===== src/rtl/seq_detect_pkg.sv =====
// Shared widths, defaults and one-hot FSM encoding for the shared
// serial pattern detector and its two-requester front end.
package seq_detect_pkg;
  localparam int unsigned DW_DEF       = 8;
  localparam int unsigned PLEN_MAX_DEF = 8;
  localparam int unsigned CW_DEF       = 8;
  localparam int unsigned LEN_W        = 4;
  localparam int unsigned POS_W        = 16;

  typedef enum logic [3:0] {
    ST_IDLE  = 4'b0001,
    ST_LOAD  = 4'b0010,
    ST_SHIFT = 4'b0100,
    ST_FLUSH = 4'b1000
  } state_t;
endpackage


===== src/rtl/pattern_match_core.sv =====
// Bit-serial pattern matcher: history shift register, bits-seen counter,
// masked compare against the latched pattern, overlap handling.
module pattern_match_core
  import seq_detect_pkg::*;
#(
  parameter int unsigned PLEN_MAX = PLEN_MAX_DEF
) (
  input  logic                clk,
  input  logic                rst_n,
  input  logic                bit_in,
  input  logic                bit_en,
  input  logic                clr,
  input  logic [PLEN_MAX-1:0] pattern,
  input  logic [LEN_W-1:0]    len,
  input  logic                overlap,
  output logic                hit
);
  logic [PLEN_MAX-1:0] r_hist;
  logic [LEN_W-1:0]    r_seen;
  logic [PLEN_MAX-1:0] w_hist_nxt;
  logic [PLEN_MAX-1:0] w_mask;
  logic [LEN_W-1:0]    w_len;
  logic [LEN_W-1:0]    w_seen_nxt;

  assign w_len      = (len > LEN_W'(PLEN_MAX)) ? LEN_W'(PLEN_MAX) : len;
  assign w_hist_nxt = {r_hist[PLEN_MAX-2:0], bit_in};
  assign w_seen_nxt = (r_seen >= LEN_W'(PLEN_MAX)) ? r_seen : r_seen + LEN_W'(1);

  // Select the low L history bits for comparison
  always_comb begin
    w_mask = '0;
    for (int unsigned i = 0; i < PLEN_MAX; i++) w_mask[i] = (i < 32'(w_len));
  end

  assign hit = bit_en && (w_len != '0) &&
               (((w_hist_nxt ^ pattern) & w_mask) == '0) &&
               (w_seen_nxt >= w_len);

  always_ff @(posedge clk or negedge rst_n) begin
    if (!rst_n) begin
      r_hist <= '0;
      r_seen <= '0;
    end else if (clr) begin
      r_hist <= '0;
      r_seen <= '0;
    end else if (bit_en) begin
      r_hist <= w_hist_nxt;
      r_seen <= (hit && !overlap) ? '0 : w_seen_nxt;
    end
  end
endmodule


===== src/rtl/seq_detect_arb.sv =====
// Round-robin arbiter that serializes granted packet words MSB-first into a
// shared pattern matcher and reports matches with per-requester counts.
module seq_detect_arb
  import seq_detect_pkg::*;
#(
  parameter int unsigned DW       = DW_DEF,
  parameter int unsigned PLEN_MAX = PLEN_MAX_DEF,
  parameter int unsigned CW       = CW_DEF
) (
  input  logic                clk,
  input  logic                rst_n,
  input  logic [PLEN_MAX-1:0] cfg_pattern,
  input  logic [LEN_W-1:0]    cfg_len,
  input  logic                cfg_overlap,
  input  logic                clr_cnt,
  input  logic                req0_valid,
  input  logic [DW-1:0]       req0_data,
  input  logic                req0_last,
  output logic                req0_ready,
  input  logic                req1_valid,
  input  logic [DW-1:0]       req1_data,
  input  logic                req1_last,
  output logic                req1_ready,
  output logic                match_valid,
  output logic                match_src,
  output logic [POS_W-1:0]    match_pos,
  output logic [CW-1:0]       cnt0,
  output logic [CW-1:0]       cnt1,
  output logic                busy
);
  localparam int unsigned BC_W = (DW > 1) ? $clog2(DW) : 1;

  state_t              r_state, w_state_nxt;
  logic                r_grant, w_grant_nxt;
  logic                r_rr_last;
  logic [PLEN_MAX-1:0] r_cfg_pattern;
  logic [LEN_W-1:0]    r_cfg_len;
  logic                r_cfg_overlap;
  logic [DW-1:0]       r_shreg;
  logic                r_last;
  logic [BC_W-1:0]     r_bit_cnt;
  logic [POS_W-1:0]    r_pos;
  logic                r_ready0, r_ready1, r_busy;
  logic                r_match_valid, r_match_src;
  logic [POS_W-1:0]    r_match_pos;
  logic [CW-1:0]       r_cnt0, r_cnt1;
  logic                w_accept, w_bit_en, w_word_end, w_hit, w_flush;

  assign w_accept   = (r_ready0 && req0_valid) || (r_ready1 && req1_valid);
  assign w_bit_en   = (r_state == ST_SHIFT);
  assign w_word_end = w_bit_en && (r_bit_cnt == BC_W'(DW - 1));
  assign w_flush    = (r_state == ST_FLUSH);

  always_ff @(posedge clk or negedge rst_n) begin
    if (!rst_n) begin
      r_state <= ST_IDLE;
      r_grant <= 1'b0;
    end else begin
      r_state <= w_state_nxt;
      r_grant <= w_grant_nxt;
    end
  end

  // Tie goes to the requester not served last
  always_comb begin
    w_state_nxt = r_state;
    w_grant_nxt = r_grant;
    case (r_state)
      ST_IDLE: begin
        if (req0_valid || req1_valid) begin
          w_grant_nxt = (req0_valid && req1_valid) ? ~r_rr_last : req1_valid;
          w_state_nxt = ST_LOAD;
        end
      end
      ST_LOAD:  if (w_accept) w_state_nxt = ST_SHIFT;
      ST_SHIFT: if (w_word_end) w_state_nxt = r_last ? ST_FLUSH : ST_LOAD;
      ST_FLUSH: w_state_nxt = ST_IDLE;
      default:  w_state_nxt = ST_IDLE;
    endcase
  end

  pattern_match_core #(.PLEN_MAX(PLEN_MAX)) u_core (
    .clk     (clk),
    .rst_n   (rst_n),
    .bit_in  (r_shreg[DW-1]),
    .bit_en  (w_bit_en),
    .clr     (w_flush),
    .pattern (r_cfg_pattern),
    .len     (r_cfg_len),
    .overlap (r_cfg_overlap),
    .hit     (w_hit)
  );

  always_ff @(posedge clk or negedge rst_n) begin
    if (!rst_n) begin
      r_rr_last     <= 1'b1;
      r_cfg_pattern <= '0;
      r_cfg_len     <= '0;
      r_cfg_overlap <= 1'b0;
      r_shreg       <= '0;
      r_last        <= 1'b0;
      r_bit_cnt     <= '0;
      r_pos         <= '0;
      r_ready0      <= 1'b0;
      r_ready1      <= 1'b0;
      r_busy        <= 1'b0;
      r_match_valid <= 1'b0;
      r_match_src   <= 1'b0;
      r_match_pos   <= '0;
      r_cnt0        <= '0;
      r_cnt1        <= '0;
    end else begin
      r_ready0      <= (w_state_nxt == ST_LOAD) && !w_grant_nxt;
      r_ready1      <= (w_state_nxt == ST_LOAD) && w_grant_nxt;
      r_busy        <= (w_state_nxt != ST_IDLE);
      r_match_valid <= w_hit;
      if (r_state == ST_IDLE) begin
        r_cfg_pattern <= cfg_pattern;
        r_cfg_len     <= cfg_len;
        r_cfg_overlap <= cfg_overlap;
      end
      if (w_accept) begin
        r_shreg   <= r_grant ? req1_data : req0_data;
        r_last    <= r_grant ? req1_last : req0_last;
        r_bit_cnt <= '0;
      end else if (w_bit_en) begin
        r_shreg   <= {r_shreg[DW-2:0], 1'b0};
        r_bit_cnt <= r_bit_cnt + BC_W'(1);
      end
      if (w_flush) begin
        r_pos     <= '0;
        r_rr_last <= r_grant;
      end else if (w_bit_en && (r_pos != '1)) begin
        r_pos <= r_pos + POS_W'(1);
      end
      if (w_hit) begin
        r_match_src <= r_grant;
        r_match_pos <= r_pos;
      end
      // Clear has priority over a same-cycle increment
      if (clr_cnt) begin
        r_cnt0 <= '0;
        r_cnt1 <= '0;
      end else if (w_hit) begin
        if (!r_grant && (r_cnt0 != '1)) r_cnt0 <= r_cnt0 + CW'(1);
        if (r_grant && (r_cnt1 != '1))  r_cnt1 <= r_cnt1 + CW'(1);
      end
    end
  end

  assign req0_ready  = r_ready0;
  assign req1_ready  = r_ready1;
  assign busy        = r_busy;
  assign match_valid = r_match_valid;
  assign match_src   = r_match_src;
  assign match_pos   = r_match_pos;
  assign cnt0        = r_cnt0;
  assign cnt1        = r_cnt1;
endmodule


===== config.mk =====
export PLATFORM = sky130hd
export DESIGN_NAME = seq_detect_arb
export DESIGN_NICKNAME = d
export VERILOG_FILES = /design/src/rtl/seq_detect_pkg.sv /design/src/rtl/pattern_match_core.sv /design/src/rtl/seq_detect_arb.sv
export SDC_FILE = /design/constraint.sdc
export NUM_CORES = 1
export LEC_CHECK = 0
export ABC_AREA = 0
export CAP_MARGIN = 15
export CELL_PAD_IN_SITES_DETAIL_PLACEMENT = 0
export CELL_PAD_IN_SITES_GLOBAL_PLACEMENT = 1
export CORE_UTILIZATION = 25
export CTS_CLUSTER_DIAMETER = 40
export DETAILED_ROUTE_END_ITERATION = 10
export HOLD_SLACK_MARGIN = 0.15
export PLACE_DENSITY = 0.6
export SYNTH_ARGS = -nofsm -noshare
export SYNTH_HDL_FRONTEND = slang
export SYNTH_HIERARCHICAL = 1
export SYNTH_SLANG_ARGS = --single-unit

===== constraint.sdc =====
create_clock -name clk -period 4.3 [get_ports clk]
set_input_delay 0.43 -clock clk [delete_from_list [all_inputs] [get_ports clk]]
set_output_delay 0.43 -clock clk [all_outputs]
set_load 0.01 [all_outputs]

* After elaboration in Yosys (flattened, before gate mapping) *
Index checks and enable logic that the tools add are counted.

storage, ports and cells
  flip-flop bits (word level) = 95
  input bits = 36
  output and inout bits = 37
  logic and storage cells = 106

operators by class
  $add $sub $neg = 5
  magnitude comparators = 11
  equality and inequality tests = 10
  mux-type cells = 29
  bitwise operators = 3
  reductions and logical operators = 28

operators with widths
  operator                 number
  $mux W8                  9
  $mux W4                  9
  $mux W16                 2
  $add A16 B1 Y16 const B  1
  $add A8 B1 Y8 const B    2
  $lt A3 B4 Y1 const A     4
  $ne A16 B16 Y1 const B   1
  $ne A8 B8 Y1 const B     2
  $mux W7                  2
  $logic_and A1 B1 Y1      13
  $pmux W4 S3              1
  $reduce_bool A2 Y1       6
  $and A8 B8 Y8            1
  $eq A4 B2 Y1 const B     2
  $logic_not A8 Y1         1
  $lt A1 B4 Y1 const A     2
  $lt A2 B4 Y1 const A     2
  $xor A8 B8 Y8            1
  $mux W3                  2
  $add A4 B1 Y4 const B    1
  $eq A4 B1 Y1 const B     1
  $eq A4 B3 Y1 const B     1
  $eq A4 B4 Y1 const B     1
  $ge A4 B4 Y1             1
  other kinds (11)         18

* Logic depth before layout (Yosys ltp) *
  depth in word-level cells = 11
  gate-level depth with buffers = 13
  mapped depth without buffers = 12

* By module *
The synthesis kept the hierarchy.

modules (own cells, without submodules)
  module              instances  cells each  area an instance (µm²)  seq. area each (µm²)
  seq_detect_arb      1          349         3878.7                  2104.5
  pattern_match_core  1          82          820.8                   275.3

* Worst setup path after synthesis *
Ideal clock, no wire load.

  path kind = register to register
  from = register r_state[1]
  to = register r_match_pos[10], in the netlist match_pos[10]
  library setup time = 0.125 ns
  arrival = 2.975 ns
  required time = 4.175 ns
  path slack = 1.200 ns
  stages on the path, launching flop included = 12
  path buffers = 5
  period minus slack after synthesis = 3.100 ns
  cells stage by stage = dfrtp_1 > or4b_1 > buf_6 > clkinv_8 > buf_2 > buf_2 > nand2_1 > nor3_1 > and3_2 > clkbuf_1 > buf_1 > mux2_2

between the ends
  word-level cells in the longest chain between the ends = 4

RTL lines
  element                           RTL line                  text
  start: declaration                seq_detect_arb.sv:33      state_t r_state, w_state_nxt;
  start signal: assignment          seq_detect_arb.sv:59      r_state <= w_state_nxt;
  $eq A4 B3 Y1                      seq_detect_arb.sv:50      assign w_bit_en = (r_state == ST_SHIFT);
  named net w_bit_en                seq_detect_arb.sv:47      logic w_accept, w_bit_en, w_word_end, w_hit, w_flush;
  $logic_and A1 B1 Y1 (2 in a row)  pattern_match_core.sv:35  assign hit = bit_en && (w_len != '0) &&
  $logic_and A1 B1 Y1               pattern_match_core.sv:36  (((w_hist_nxt ^ pattern) & w_mask) == '0) &&
  named net w_hit                   seq_detect_arb.sv:47
  end signal: assignment            seq_detect_arb.sv:138     r_match_pos <= r_pos;
  end: declaration                  seq_detect_arb.sv:45      logic [POS_W-1:0] r_match_pos;

The timed path passes the listed nets, and every way through them passes these cells.
A chain may end at the register's enable or synchronous reset.

* Worst setup path in the final report *
  from = register r_state[1]
  to = register r_cnt0[7], in the netlist cnt0[7]

between the ends
  word-level cells in the longest chain between the ends = 6

RTL lines
  element                           RTL line                  text
  $eq A4 B3 Y1                      seq_detect_arb.sv:50
  $logic_and A1 B1 Y1 (2 in a row)  pattern_match_core.sv:35
  $logic_and A1 B1 Y1               pattern_match_core.sv:36
  named net w_hit                   seq_detect_arb.sv:47
  $reduce_bool A2 Y1 (no line)      --
  $reduce_and A2 Y1 (no line)       --
  end signal: assignment            seq_detect_arb.sv:145     if (!r_grant && (r_cnt0 != '1)) r_cnt0 <= r_cnt0 + CW'(1);
  end: declaration                  seq_detect_arb.sv:46      logic [CW-1:0] r_cnt0, r_cnt1;

The timed path passes the listed nets, and every way through them passes these cells.

==> impl_metrics.yaml <==
outcome:
  status: "complete, but fails checks"
  failed_checks: "design-rule violations"
yosys:
  yosysTopAreaCell: "dfrtp_1"
  synthSimpleGateAreaFrac: 0.1749
  synthTopCellsByCount: "dfrtp_1, nand2_1, mux2_2"
  syn_nets: 478
  ys_seq_area_frac: 0.5064
  synth_edf_count: 0
  syn_inst: 431
  ys_types: 64
  yosys.area_share.xor_xnor: 0.02609
  ys_ff_latch: 95
  synth.most_common_cell: "dfrtp_1"
  synth_compound_area_frac: 0.1286
  synth_adder_area_share: 0.02929
  syn_area_um2: 4700
  syn_area_per_cell_um2: 10.90
  ys.flop_type: "dfrtp_1"
  async_reset_ff_frac: 1.000
  yosysTopAreaCellShare: 0.4952
  yosys_warnings: 6
  synthMuxAreaShare: 0.1020
  synth_area_leaders: "dfrtp_1, mux2_2, nand2_1"
  synth_top_family_by_area: "simple AND/OR/NAND/NOR gates"
sta:
  fmax_mhz: 300.3
  slew_headroom: 0.4867
  fin_crit_sh: 0.7745
  period_needed_ns: 3.331
  worst_pin_slew_ns: 0.7700
  maxSlewViolCount: 0
  setup_viol: 0
  holdWs_ns: 0.1268
  tns_ns: 0
  hold_violations: 0
  worst_clock_skew_ns: 0.01424
  rsz0062_at_grt: "no"
setup_path:
  reg2reg_from: "r_state[1]$_DFF_PN0_"
  crit_slowest_cell: "or4b_1"
  cp_top_family: "simple AND/OR/NAND/NOR gates"
  crit_required_ns: 4.57
  critPathKind: "flop to flop"
  cp_cell_sequence: "or4b_1 > clkinv_8 > nand2_1 > nor3_1 > and3_2 > nor2b_1 > o21ai_1 > or4_1 > a21oi_1"
  path_buf_inv: 1
  cp_max_fo: 32
  crit_path_max_incr_delay_ns: 0.87
  r2r_slack_ns: 0.97
  crit_path_end_kind: "flop"
  startpoint_type: "flop"
  rr_worst_depth: 9
  rr_endpoint: "cnt0[7]$_DFFE_PN0P_"
  arrival_ns: 3.60
routing:
  firstDrtPassIters: 8
  ant_nets: 0
  viasPerCell: 4.832
  drc: 6
  routedWlPerCell_um: 14.92
  drt-initial-drc-count: 230
  drt_wl_total_um: 10950
  via_count: 3547
pwr:
  vdd_drop_max_mv: 0.2131
  fin_total_pwr_mw: 2.682
  p_leak_nw: 2.464
  power.density_nw_per_um2: 453.6
hold_path:
  min_path_type: "input port to async pin"
clock_network:
  cts_sinks: 95
  clk_pin_slew_ns: 0.07
  cts_post_setup_buffers_inserted: 0
  htreeDepth: 3
  numCtsBuffers: 9
  ctsRootBufferMaster: "clkbuf_16"
  cts_buffer_depth: 2
  cts_resized: 0
  postCtsHoldBufs: 0
  clock_latency_ns: 0.36
  cts_tree: "done"
finish:
  fin_area_um2: 5912
  final_nets: 547
  antenna_cells: 0
  fin_cells: 734
  final_layout_size_suffix_gt1_frac: 0.1366
  num-fill-cells: 1848
  syn_to_final_growth_pct: 25.80
floorplanning:
  die_y_um: 139.1
  start_util: 0.2581
  dieWidth_um: 139.1
  core_um2: 18210
  dieArea_um2: 19350
  ios: 73
  fp-row-count: 49
placement:
  place_area_um2: 5634
  gp_congestion: 0.7711
  dp_hpwl_um: 7572
  dp.cells: 718
  numPortBuffers: 72
global_routing:
  grt_pass1_wl_um: 18730
  grtUsageTotal: 0.1217
  grt-ovfl-total: 0
  grt_max_degree: 59
  antenna_found_initial: 0
  grt_pass1_vias: 3641
flow_run:
  cap_violations: 0
[state kept, by name, indices dropped and copies added, names as in the netlist]
register / cells
cnt1: 8
req0_ready: 1
r_shreg: 8
r_rr_last: 1
r_state: 4
r_last: 1
req1_ready: 1
u_core/r_hist: 7
r_cfg_len: 4
r_grant: 1
busy: 1
r_cfg_pattern: 8
r_cfg_overlap: 1
u_core/r_seen: 4
r_bit_cnt: 3
match_src: 1
r_pos: 16
match_valid: 1
cnt0: 8
match_pos: 16
[power by group]
part,switching [mW],leakage (nW),internal [mW]
clock network,0.373,0.142,0.400
logic,0.310,1.07,0.352
registers,0.186,1.25,1.06
[routing by layer]
| metal | wire, µm | track usage | vias up |
|---|---|---|---|
| met1 | 5383 | 0.1615 | 1731 |
| met2 | 5015 | 0.1909 | 69 |
| met5 | 0 | 0 | - |
| met4 | 149 | 0.04912 | 0 |
| li1 | - | - | 1736 |
| met3 | 404 | 0.02831 | 11 |
[through the flow]
step | setup slack [ns] | util
floorplan | 1.200 | -
global placement | 1.099 | 0.3094
detailed placement | 0.9611 | 0.3094
CTS | 0.9620 | 0.3247
global route | 0.7072 | 0.3247
finish | 0.9694 | 0.3247
[placed cells by master, fill, tap and decap left out, types with 5 or more instances in the layout]
| cell | n |
|---|---|
| or4_1 | 8 |
| and3_1 | 7 |
| a211oi_1 | 8 |
| nor2b_1 | 11 |
| dfrtp_1 | 93 |
| nand4_1 | 7 |
| clkdlybuf4s50_1 | 71 |
| xnor2_1 | 6 |
| or3_1 | 5 |
| nor3_1 | 7 |
| nand2_1 | 42 |
| mux2i_1 | 13 |
| a21oi_1 | 21 |
| ha_1 | 11 |
| o21ai_0 | 13 |
| o31ai_1 | 8 |
| buf_4 | 6 |
| mux2_2 | 31 |
| xor2_1 | 8 |
| clkbuf_16 | 9 |
| a31oi_1 | 12 |
| nor2_1 | 23 |
| nand3_1 | 11 |
| inv_1 | 8 |
[how the worst max path moves through the flow]
stage / slack, ns / endpoint / start / depth (start not counted)
floorplan: 1.20 / match_pos[10]$_DFFE_PN0P_ / r_state[1]$_DFF_PN0_ / 11
global placement: 1.10 / cnt0[5]$_DFFE_PN0P_ / r_state[1]$_DFF_PN0_ / 9
detailed placement: 0.96 / cnt0[7]$_DFFE_PN0P_ / r_state[1]$_DFF_PN0_ / 9
CTS: 0.96 / cnt0[7]$_DFFE_PN0P_ / r_state[1]$_DFF_PN0_ / 9
global route: 0.71 / cnt0[5]$_DFFE_PN0P_ / r_state[1]$_DFF_PN0_ / 9
finish: 0.97 / cnt0[7]$_DFFE_PN0P_ / r_state[1]$_DFF_PN0_ / 9
[cell type report]
type / count / area [µm²] / area share
flip-flops and latches: 95 / 2380 / 0.4025
multi-input cells: 308 / 2166 / 0.3663
repair buffers: 77 / 755.7 / 0.1278
well taps: 229 / 286.5 / 0.04847
clock buffers: 9 / 225.2 / 0.03810
clock inverters: 7 / 52.55 / 0.008889
inverters: 9 / 46.29 / 0.007831
[cell families (layout without fill, tap and decap cells)]
kind of cell	count (synthesis)	after routing
compound gates	90	90
xor+xnor	14	14
fa+ha+maj	11	11
buf+inv	28	102
flops	95	95
mux	44	44
simple gates	149	149
Note: power is estimated with default switching activity, not from simulation.
